**src/rtl/alu_pkg.sv**
```systemverilog
// Shared types and widths for the execute-stage ALU.
package alu_pkg;

    localparam int unsigned XLEN    = 32;
    localparam int unsigned SHAMT_W = 5;

    typedef enum logic [3:0] {
        ALU_SLL = 4'b0000,
        ALU_SRL = 4'b0001,
        ALU_SRA = 4'b0010,
        ALU_ADD = 4'b0011,
        ALU_SUB = 4'b0100,
        ALU_AND = 4'b0101,
        ALU_OR  = 4'b0110,
        ALU_XOR = 4'b0111,
        ALU_SLT = 4'b1000,
        ALU_EQ  = 4'b1001,
        ALU_NE  = 4'b1010
    } alu_op_e;

    typedef enum logic [1:0] {
        SH_SLL = 2'b00,
        SH_SRL = 2'b01,
        SH_SRA = 2'b10
    } shift_mode_e;

endpackage

```
**src/rtl/core_alu_if.sv**
```systemverilog
// Issue/result bus between the execute stage and the ALU.
//   master: drives in_valid, alu_op, op1, op2; receives alu_result, out_valid
//   slave : the ALU side
interface core_alu_if
    import alu_pkg::*;
();
    logic            in_valid;
    alu_op_e         alu_op;
    logic [XLEN-1:0] op1;
    logic [XLEN-1:0] op2;
    logic [XLEN-1:0] alu_result;
    logic            out_valid;

    modport master (
        output in_valid, alu_op, op1, op2,
        input  alu_result, out_valid
    );

    modport slave (
        input  in_valid, alu_op, op1, op2,
        output alu_result, out_valid
    );
endinterface

```
**src/rtl/alu_shifter.sv**
```systemverilog
// Combinational barrel shifter.
//   data_c  : value to shift
//   shamt_c : shift amount
//   mode_c  : SLL (zero fill), SRL (zero fill), SRA (sign fill)
//   res_c   : shifted value
module alu_shifter
    import alu_pkg::*;
(
    input  logic [XLEN-1:0]    data_c,
    input  logic [SHAMT_W-1:0] shamt_c,
    input  shift_mode_e        mode_c,
    output logic [XLEN-1:0]    res_c
);

    always_comb begin
        res_c = '0;
        case (mode_c)
            SH_SLL:  res_c = data_c << shamt_c;
            SH_SRL:  res_c = data_c >> shamt_c;
            SH_SRA:  res_c = XLEN'($signed(data_c) >>> shamt_c);
            default: res_c = '0;
        endcase
    end

endmodule

```
**src/rtl/core_alu.sv**
```systemverilog
// Registered 32-bit integer ALU, one-cycle latency, full throughput.
//   clk  : rising-edge clock
//   rstn : asynchronous active-low reset
//   bus  : core_alu_if.slave (in_valid/alu_op/op1/op2 in, alu_result/out_valid out)
module core_alu
    import alu_pkg::*;
(
    input  logic        clk,
    input  logic        rstn,
    core_alu_if.slave   bus
);

    logic [XLEN-1:0] shift_res_c;
    logic [XLEN-1:0] result_c;
    shift_mode_e     shift_mode_c;
    logic [XLEN-1:0] result_q;
    logic            valid_q;

    // Shift direction from opcode; non-shift opcodes simply ignore the shifter output.
    always_comb begin
        shift_mode_c = SH_SRA;
        case (bus.alu_op)
            ALU_SLL: shift_mode_c = SH_SLL;
            ALU_SRL: shift_mode_c = SH_SRL;
            default: shift_mode_c = SH_SRA;
        endcase
    end

    alu_shifter u_shifter (
        .data_c  (bus.op1),
        .shamt_c (bus.op2[SHAMT_W-1:0]),
        .mode_c  (shift_mode_c),
        .res_c   (shift_res_c)
    );

    // Result select; reserved opcodes fall to the default arm and yield zero.
    always_comb begin
        result_c = '0;
        case (bus.alu_op)
            ALU_SLL, ALU_SRL, ALU_SRA: result_c = shift_res_c;
            ALU_ADD: result_c = bus.op1 + bus.op2;
            ALU_SUB: result_c = bus.op1 - bus.op2;
            ALU_AND: result_c = bus.op1 & bus.op2;
            ALU_OR:  result_c = bus.op1 | bus.op2;
            ALU_XOR: result_c = bus.op1 ^ bus.op2;
            ALU_SLT: result_c = XLEN'($signed(bus.op1) < $signed(bus.op2));
            ALU_EQ:  result_c = XLEN'(bus.op1 == bus.op2);
            ALU_NE:  result_c = XLEN'(bus.op1 != bus.op2);
            default: result_c = '0;
        endcase
    end

    // Output register; an idle cycle drops out_valid but keeps the last result.
    always_ff @(posedge clk or negedge rstn) begin
        if (!rstn) begin
            result_q <= '0;
            valid_q  <= 1'b0;
        end else begin
            valid_q <= bus.in_valid;
            if (bus.in_valid) begin
                result_q <= result_c;
            end
        end
    end

    assign bus.alu_result = result_q;
    assign bus.out_valid  = valid_q;

endmodule

```
**src/flat_wrapper.sv**
```systemverilog
// flat-port wrapper written by rule: the top's interface ports become plain ports
module core_alu_flat import alu_pkg::*;
  (clk, rstn, bus_in_valid, bus_alu_op, bus_op1, bus_op2, bus_alu_result, bus_out_valid);
  core_alu_if bus_i ();
  input  logic clk;
  input  logic rstn;
  input wire logic [$bits(bus_i.in_valid)-1:0] bus_in_valid;
  input wire logic [$bits(bus_i.alu_op)-1:0] bus_alu_op;
  input wire logic [$bits(bus_i.op1)-1:0] bus_op1;
  input wire logic [$bits(bus_i.op2)-1:0] bus_op2;
  output wire logic [$bits(bus_i.alu_result)-1:0] bus_alu_result;
  output wire logic [$bits(bus_i.out_valid)-1:0] bus_out_valid;
  assign bus_i.in_valid = bus_in_valid;
  assign bus_i.alu_op = bus_alu_op;
  assign bus_i.op1 = bus_op1;
  assign bus_i.op2 = bus_op2;
  assign bus_alu_result = bus_i.alu_result;
  assign bus_out_valid = bus_i.out_valid;
  core_alu u_core (.clk(clk), .rstn(rstn), .bus(bus_i));
endmodule
```
**config.mk**
```make
export PLATFORM = sky130hd
export DESIGN_NAME = core_alu_flat
export DESIGN_NICKNAME = d
export VERILOG_FILES = /design/src/rtl/alu_pkg.sv /design/src/rtl/core_alu_if.sv /design/src/rtl/alu_shifter.sv /design/src/rtl/core_alu.sv /design/src/flat_wrapper.sv
export SDC_FILE = /design/constraint.sdc
export NUM_CORES = 1
export LEC_CHECK = 0
export CAP_MARGIN = 20
export CELL_PAD_IN_SITES_DETAIL_PLACEMENT = 2
export CELL_PAD_IN_SITES_GLOBAL_PLACEMENT = 2
export CORE_MARGIN = 2
export CORE_UTILIZATION = 35
export DETAILED_ROUTE_END_ITERATION = 10
export GPL_ROUTABILITY_DRIVEN = 1
export PLACE_DENSITY = 0.92
export SETUP_SLACK_MARGIN = 0.15
export SLEW_MARGIN = 10
export SYNTH_ARGS = -nofsm -noshare
export SYNTH_HDL_FRONTEND = slang
export SYNTH_SLANG_ARGS = --single-unit
export TNS_END_PERCENT = 5
```
**constraint.sdc**
```tcl
create_clock -name clk -period 2 [get_ports clk]
set_input_delay 0.4 -clock clk [delete_from_list [all_inputs] [get_ports clk]]
set_output_delay 0.4 -clock clk [all_outputs]
set_load 0.02 [all_outputs]
```
==> flow_summary.ini, run 1 <==
[placed_design]
dp_hpwl_um = 73300
gp_congestion = 1.11
port_buffers = 103

[synthesis]
syn_nets = 1593
synth_edf_count = 0
yosysWarnings = 0
synth_cells = 1416
ys_seq_area_frac = 0.0800
ys_async_sr_fraction = 1.00
synth.most_common_cell = a21oi_1
yosysUniqueCellTypes = 78
synthTopCellsByArea = ha_1 (13%), mux4_2 (8.5%), dfrtp_1 (8.0%), mux2i_1 (7.0%), a21oi_1 (6.2%)
synthFlopType = dfrtp_1
yosys.area.top_type = ha_1
synth-seq-cells = 33
syn_avg_cell_area_um2 = 7.29
yosysTopAreaCellShare = 0.126
synth.top_cells.by_count = a21oi_1 (128), nor2_1 (122), nand2_1 (112)
syn_area_um2 = 10300

[floorplanning]
initial_core_util = 0.358
pin_count = 104
rows = 62
die_h_um = 176
die_w_um = 176

[status]
haltStage = detailed placement
firstError = [ERROR DPL-0033] detailed placement checks failed during check placement.
status = stopped before the end
-- metrics by stage --
| step | hold slack [ns] | instance area [um2] | setup slack, ns | instances | TNS, ns |
|---|---|---|---|---|---|
| floorplan | 0.104 | 10400 | -1.08 | 1416 | -26.43 |
| global placement | 0.469 | 15500 | -1.58 | 2329 | -42.60 |
-- cells by family after synthesis --
family	Yosys count	share of synthesized area
AOI/OAI and AO/OA	500	0.328
xor gates and xnor gates	20	0.0170
adders and majority gates	106	0.130
buffers and inverters	221	0.0890
DFF	33	0.0800
muxes	129	0.174
and+or+nand+nor	407	0.182
==> run 2: changes to the inputs <==
Settings changed: CELL_PAD_IN_SITES_DETAIL_PLACEMENT 2 to default, CELL_PAD_IN_SITES_GLOBAL_PLACEMENT 2 to default, CORE_UTILIZATION 35 to 40, PLACE_DENSITY 0.92 to default, PLACE_DENSITY_LB_ADDON from default to 0.15, SETUP_SLACK_MARGIN 0.15 to default.
==> flow_summary.ini, run 2 <==
[status]
status = finished with violations
violations = setup timing

[floorplanning]
pin_count = 104
die-area_um2 = 27100
initial_core_util = 0.409
die_w_um = 165
die_h_um = 165
rows = 58
core-area_um2 = 25300

[min_path]
hold_path_class = input port to asynchronous set/reset pin

[detailed_routing]
via_per_inst = 6.24
drtAntennaViolNets = 0
drt_first_pass_iters = 9
drc_errors = 0
wl_per_cell_um = 25.2
drt_iter0_markers = 1658
drt-total-wl_um = 59800
vias = 14800

[clocking]
clock_latency_ns = 0.29
cts_buffers = 5
clockRootBuffer = clkbuf_16
cts_htree_levels = 2
path_clk_slew_ns = 0.06
cts.sinks = 33
cts_tree = done
cts_hold_buf = 0
cts_buffer_depth = 2

[synthesis]
syn_avg_cell_area_um2 = 7.29
synth-seq-cells = 33
synth_cells = 1416
yosysWarnings = 0
syn_area_um2 = 10300
ys_async_sr_fraction = 1.00
yosys.area.top_type = ha_1
yosysUniqueCellTypes = 78
syn_nets = 1593
yosysTopAreaCellShare = 0.126
ys_seq_area_frac = 0.0800
synthTopCellsByArea = ha_1 (13%), mux4_2 (8.5%), dfrtp_1 (8.0%), mux2i_1 (7.0%), a21oi_1 (6.2%)
synth.top_cells.by_count = a21oi_1 (128), nor2_1 (122), nand2_1 (112)
synthFlopType = dfrtp_1
synth_edf_count = 0
synth.most_common_cell = a21oi_1

[cells_and_area]
fill_cells = 2130
num_antenna_cells = 0
layout.cells.non_filler = 2377
drive_above_1_share = 0.474
layout_common_cells = buf_4 (582), nor2_1 (111), nand2_1 (103), a21oi_1 (101), ha_1 (65)
final_common_cell = buf_4
largest_reg_flops = 32
utilization = 0.705
fin_nets = 2223
area_growth_pct = 72.4

[global_route]
gr-total-overflow = 0
grt_pass1_wl_um = 88300
grt_pass1_vias = 14500
grt.total_usage = 0.436
antenna_found_initial = 1
grt_max_degree = 44

[sta]
finalHoldViolCount = 0
fmax_mhz = 372
slew_violations = 0
min_period_over_period = 1.34
rsz0062_at_grt = yes
fin_crit_ns = 2.69
tns_ns = -18.33
fin_hold_ws_ns = 0.0797
layout_setup_ws_ns = -0.687
worst_slew_pin_slew_ns = 0.719
slew_headroom = 0.517
final-setup-viol-count = 32
finClkSkew_ns = 0

[critical_path]
path_class = input port to flop
crit_family = compound AO/OA/AOI/OAI gates
worstPathRequired_ns = 2.17
crit_fanout = 7
end_kind = flop
path_buf_inv = 6
critPathMaxStageDelay_ns = 0.34
worstPathCellList = clkdlybuf4s15_2 > inv_2 > ha_4 > buf_6 > nor2_1 > o211ai_1 > buf_4 > a31oi_4 > a21oi_4 > o21ai_2 > a211o_1 > buf_4 > buf_6 > nand3_1 > a21oi_2 > o32a_1
arrival_ns = 2.86
rrSetupSlack_ns = 0.41
slowest_stage = a211o_1
critical_path.startpoint_type = input port

[placed_design]
dp_cells = 2297
gp_congestion = 1.08
dp_hpwl_um = 46900
port_buffers = 103

[flow_run]
max_cap_violations = 0

[pwr]
peakVddDrop_uv = 263
power_density_nw_per_um2 = 389
total_power_w = 0.00692
p_leak_nw = 8.09
run 2: cell counts after synthesis:
No cell type changed its count.
run 2: repair_timing:
| item | CTS | global route |
|---|---|---|
| resized for setup | 426 | 50 |
| hold endpoints to repair | 0 | 0 |
| gates cloned | 1 | 1 |
| endpoints found under the setup margin | 32 | 32 |
| pin swaps | 127 | 32 |
| setup buffers | 60 | 10 |
run 2: cell type report:
class	instances	area [um2]	share of cell area
multi-input combinational	1162	9970	0.560
timing repair buffer	737	6040	0.339
sequential	33	826	0.0464
tap	330	413	0.0232
inverter	107	418	0.0235
clock buffer	8	136	0.00766
run 2: kinds of logic after synthesis:
logic type | share of synthesized area
AND/OR/NAND/NOR | 0.182
buffers and inverters | 0.0890
flip-flops | 0.0800
multiplexers | 0.174
AO/OA/AOI/OAI | 0.328
adder cells (fa/ha/maj) | 0.130
XOR/XNOR | 0.0170
run 2: per-stage QoR:
| step | setup WS [ns] | instance area [um2] |
|---|---|---|
| floorplan | -1.08 | 10400 |
| global placement | -1.68 | 15600 |
| detailed placement | -1.70 | 15600 |
| CTS | -0.645 | 17500 |
| global route | -0.780 | 17800 |
| finish | -0.687 | 17800 |
run 2: per-layer routing:
| layer | wire length (um) | GRT usage | share of wire |
|---|---|---|---|
| met5 | 9 | 0 | 0.00015 |
| met4 | 5360 | 0.313 | 0.090 |
| met3 | 5530 | 0.0703 | 0.092 |
| met2 | 26000 | 0.684 | 0.44 |
| met1 | 22900 | 0.544 | 0.38 |
run 2: path summary, 6_finish.rpt:
path | from | endpoint | cells past startpoint
max | bus_op2[4] | u_core.bus.alu_result[26]$_DFFE_PN0P_ | 16
min | rstn | u_core.bus.alu_result[23]$_DFFE_PN0P_ | 2
max reg2reg | u_core.bus.alu_result[23]$_DFFE_PN0P_ | u_core.bus.alu_result[23]$_DFFE_PN0P_ | 5
min reg2reg | u_core.bus.alu_result[15]$_DFFE_PN0P_ | u_core.bus.alu_result[15]$_DFFE_PN0P_ | 1
max in group asynchronous | rstn | u_core.bus.alu_result[9]$_DFFE_PN0P_ | 2
min in group clk | u_core.bus.alu_result[15]$_DFFE_PN0P_ | u_core.bus.alu_result[15]$_DFFE_PN0P_ | 1
run 2: power by group:
group	switching (W)	internal, W	leakage [nW]
logic	0.00275	0.00254	7.59
registers	0.0000684	0.000745	0.435
clock network	0.000347	0.000466	0.0652
total	0.00317	0.00375	8.09
No activity file was read; power rests on OpenSTA's default activity.
==> run 3: changes to the inputs <==
Settings changed: CTS_CLUSTER_DIAMETER from default to 30.
==> results of run 3 <==
Same layout as run 2: the final DEF is identical, and so are final timing and power.
==> run 4: changes to the inputs <==
Settings changed: PLACE_DENSITY_LB_ADDON 0.15 to default.
==> flow_summary.ini, run 4 (synthesized netlist as in run 2, its figures left out) <==
[clocking]
clockRootBuffer = clkbuf_16
cts_htree_levels = 2
clock_latency_ns = 0.29
cts_buffer_depth = 2
cts_tree = done
path_clk_slew_ns = 0.06
cts_hold_buf = 0
cts_buffers = 5
cts.sinks = 33

[placed_design]
gp_congestion = 1.09
dp_hpwl_um = 47200
dpl_worst_slack_ns = -1.90
port_buffers = 103

[pwr]
power_density_nw_per_um2 = 391
peakVddDrop_uv = 318
switching_share = 0.459
pwr-share-clk = 0.121
p_comb_frac = 0.760
p_seq_frac = 0.119
total_power_w = 0.00683
p_sw_w = 0.00314
p_leak_nw = 7.96
internal_power_w = 0.00370

[cells_and_area]
utilization = 0.692
final_common_cell = buf_4
largest_reg_flops = 32
drive_above_1_share = 0.457
layout_common_cells = buf_4 (561), nor2_1 (112), nand2_1 (106), a21oi_1 (96), ha_1 (70)
num_antenna_cells = 0
area_growth_pct = 69.2
fin_nets = 2192

[sta]
finClkSkew_ns = 0
tns_ns = -18.93
rsz0062_at_grt = yes
worst_slew_pin_slew_ns = 0.555
layout_setup_ws_ns = -0.764
finalHoldViolCount = 0
slew_headroom = 0.630
slew_violations = 0
final-setup-viol-count = 32
min_period_over_period = 1.38
fin_crit_ns = 2.76
fmax_mhz = 362

[critical_path]
critical_path.startpoint_type = input port
worstPathRequired_ns = 2.18
arrival_ns = 2.94
path_class = input port to flop
path_buf_inv = 4
slowest_stage = mux4_2
crit_top_cell = buf_4
crit_family = compound AO/OA/AOI/OAI gates
worstPathCellList = clkdlybuf4s15_1 > buf_6 > mux4_2 > a222oi_1 > buf_4 > a221oi_2 > a21oi_2 > buf_4 > o31ai_1 > a221o_1 > a22o_1
crit_fanout = 9
end_kind = flop
critPathMaxStageDelay_ns = 0.50

[detailed_routing]
via_per_inst = 6.24
drt_first_pass_iters = 6
drtAntennaViolNets = 0
drt_iter0_markers = 1862
wl_per_cell_um = 25.1
drt-total-wl_um = 58900
drc_errors = 0
vias = 14600

[global_route]
grt_max_degree = 44
grt_pass1_vias = 14200
grt.total_usage = 0.427
antenna_found_initial = 0
grt_pass1_wl_um = 86500
gr-total-overflow = 0

[status]
violations = setup timing
status = finished with violations

[min_path]
hold_path_class = input port to asynchronous set/reset pin

[floorplanning]
die-area_um2 = 27100
rows = 58
die_w_um = 165
core-area_um2 = 25300
pin_count = 104
initial_core_util = 0.409
die_h_um = 165

[flow_run]
max_cap_violations = 0
run 4: final timing paths:
check / slack, ns / to / cells after the start / from
setup / recovery: -0.76 / u_core.bus.alu_result[14]$_DFFE_PN0P_ / 11 / bus_op1[7]
hold reg to reg: 0.49 / u_core.bus.alu_result[22]$_DFFE_PN0P_ / 1 / u_core.bus.alu_result[22]$_DFFE_PN0P_
hold / removal: 0.19 / u_core.bus.alu_result[21]$_DFFE_PN0P_ / 2 / rstn
setup reg to reg: 0.38 / u_core.bus.alu_result[23]$_DFFE_PN0P_ / 5 / u_core.bus.alu_result[23]$_DFFE_PN0P_
min in group clk: 0.49 / u_core.bus.alu_result[22]$_DFFE_PN0P_ / 1 / u_core.bus.alu_result[22]$_DFFE_PN0P_
max in group asynchronous: 1.44 / u_core.bus.alu_result[7]$_DFFE_PN0P_ / 2 / rstn
run 4: power groups by stage:
stage,Sequential [W],Clock [W],Combinational (W)
2_1_floorplan,0.000895,0,0.00200
3_5_place_dp,0.000820,0,0.00446
4_1_cts,0.000810,0.000830,0.00494
5_1_grt,0.000816,0.000857,0.00544
6_report,0.000813,0.000829,0.00519
3_3_place_gp,0.000819,0,0.00444
run 4: cell type report:
cell class | instances | area (um2)
clock buffer | 7 | 143
fill | 2182 | 7770
inverter | 107 | 410
multi-input combinational | 1162 | 9930
sequential | 33 | 826
tap | 330 | 413
timing repair buffer | 706 | 5760
run 4: per-stage QoR:
step / std cells / area (um2) / hold WS [ns]
after floorplan: 1416 / 10400 / 0.104
after global placement: 2302 / 15700 / 0.472
after detailed placement: 2302 / 15700 / 0.472
after CTS: 2342 / 17200 / 0.194
after global routing: 2345 / 17500 / 0.221
final: 2345 / 17500 / 0.187
run 4: routing by layer:
metal | vias to the layer above | global-route usage | routed length, um | share of wire
met2 | 923 | 0.677 | 25800 | 0.44
met4 | 0 | 0.291 | 5080 | 0.086
li1 | 6538 | - | - | -
met1 | 6977 | 0.544 | 22900 | 0.39
met5 | - | 0 | 0 | 0
met3 | 198 | 0.0500 | 5100 | 0.087
run 4: timing repair:
| action | 4_1_cts | 5_1_grt |
|---|---|---|
| setup buffers | 33 | 3 |
| endpoints found under the setup margin | 32 | 32 |
| gates resized for setup | 347 | 73 |
| pin swaps | 87 | 39 |
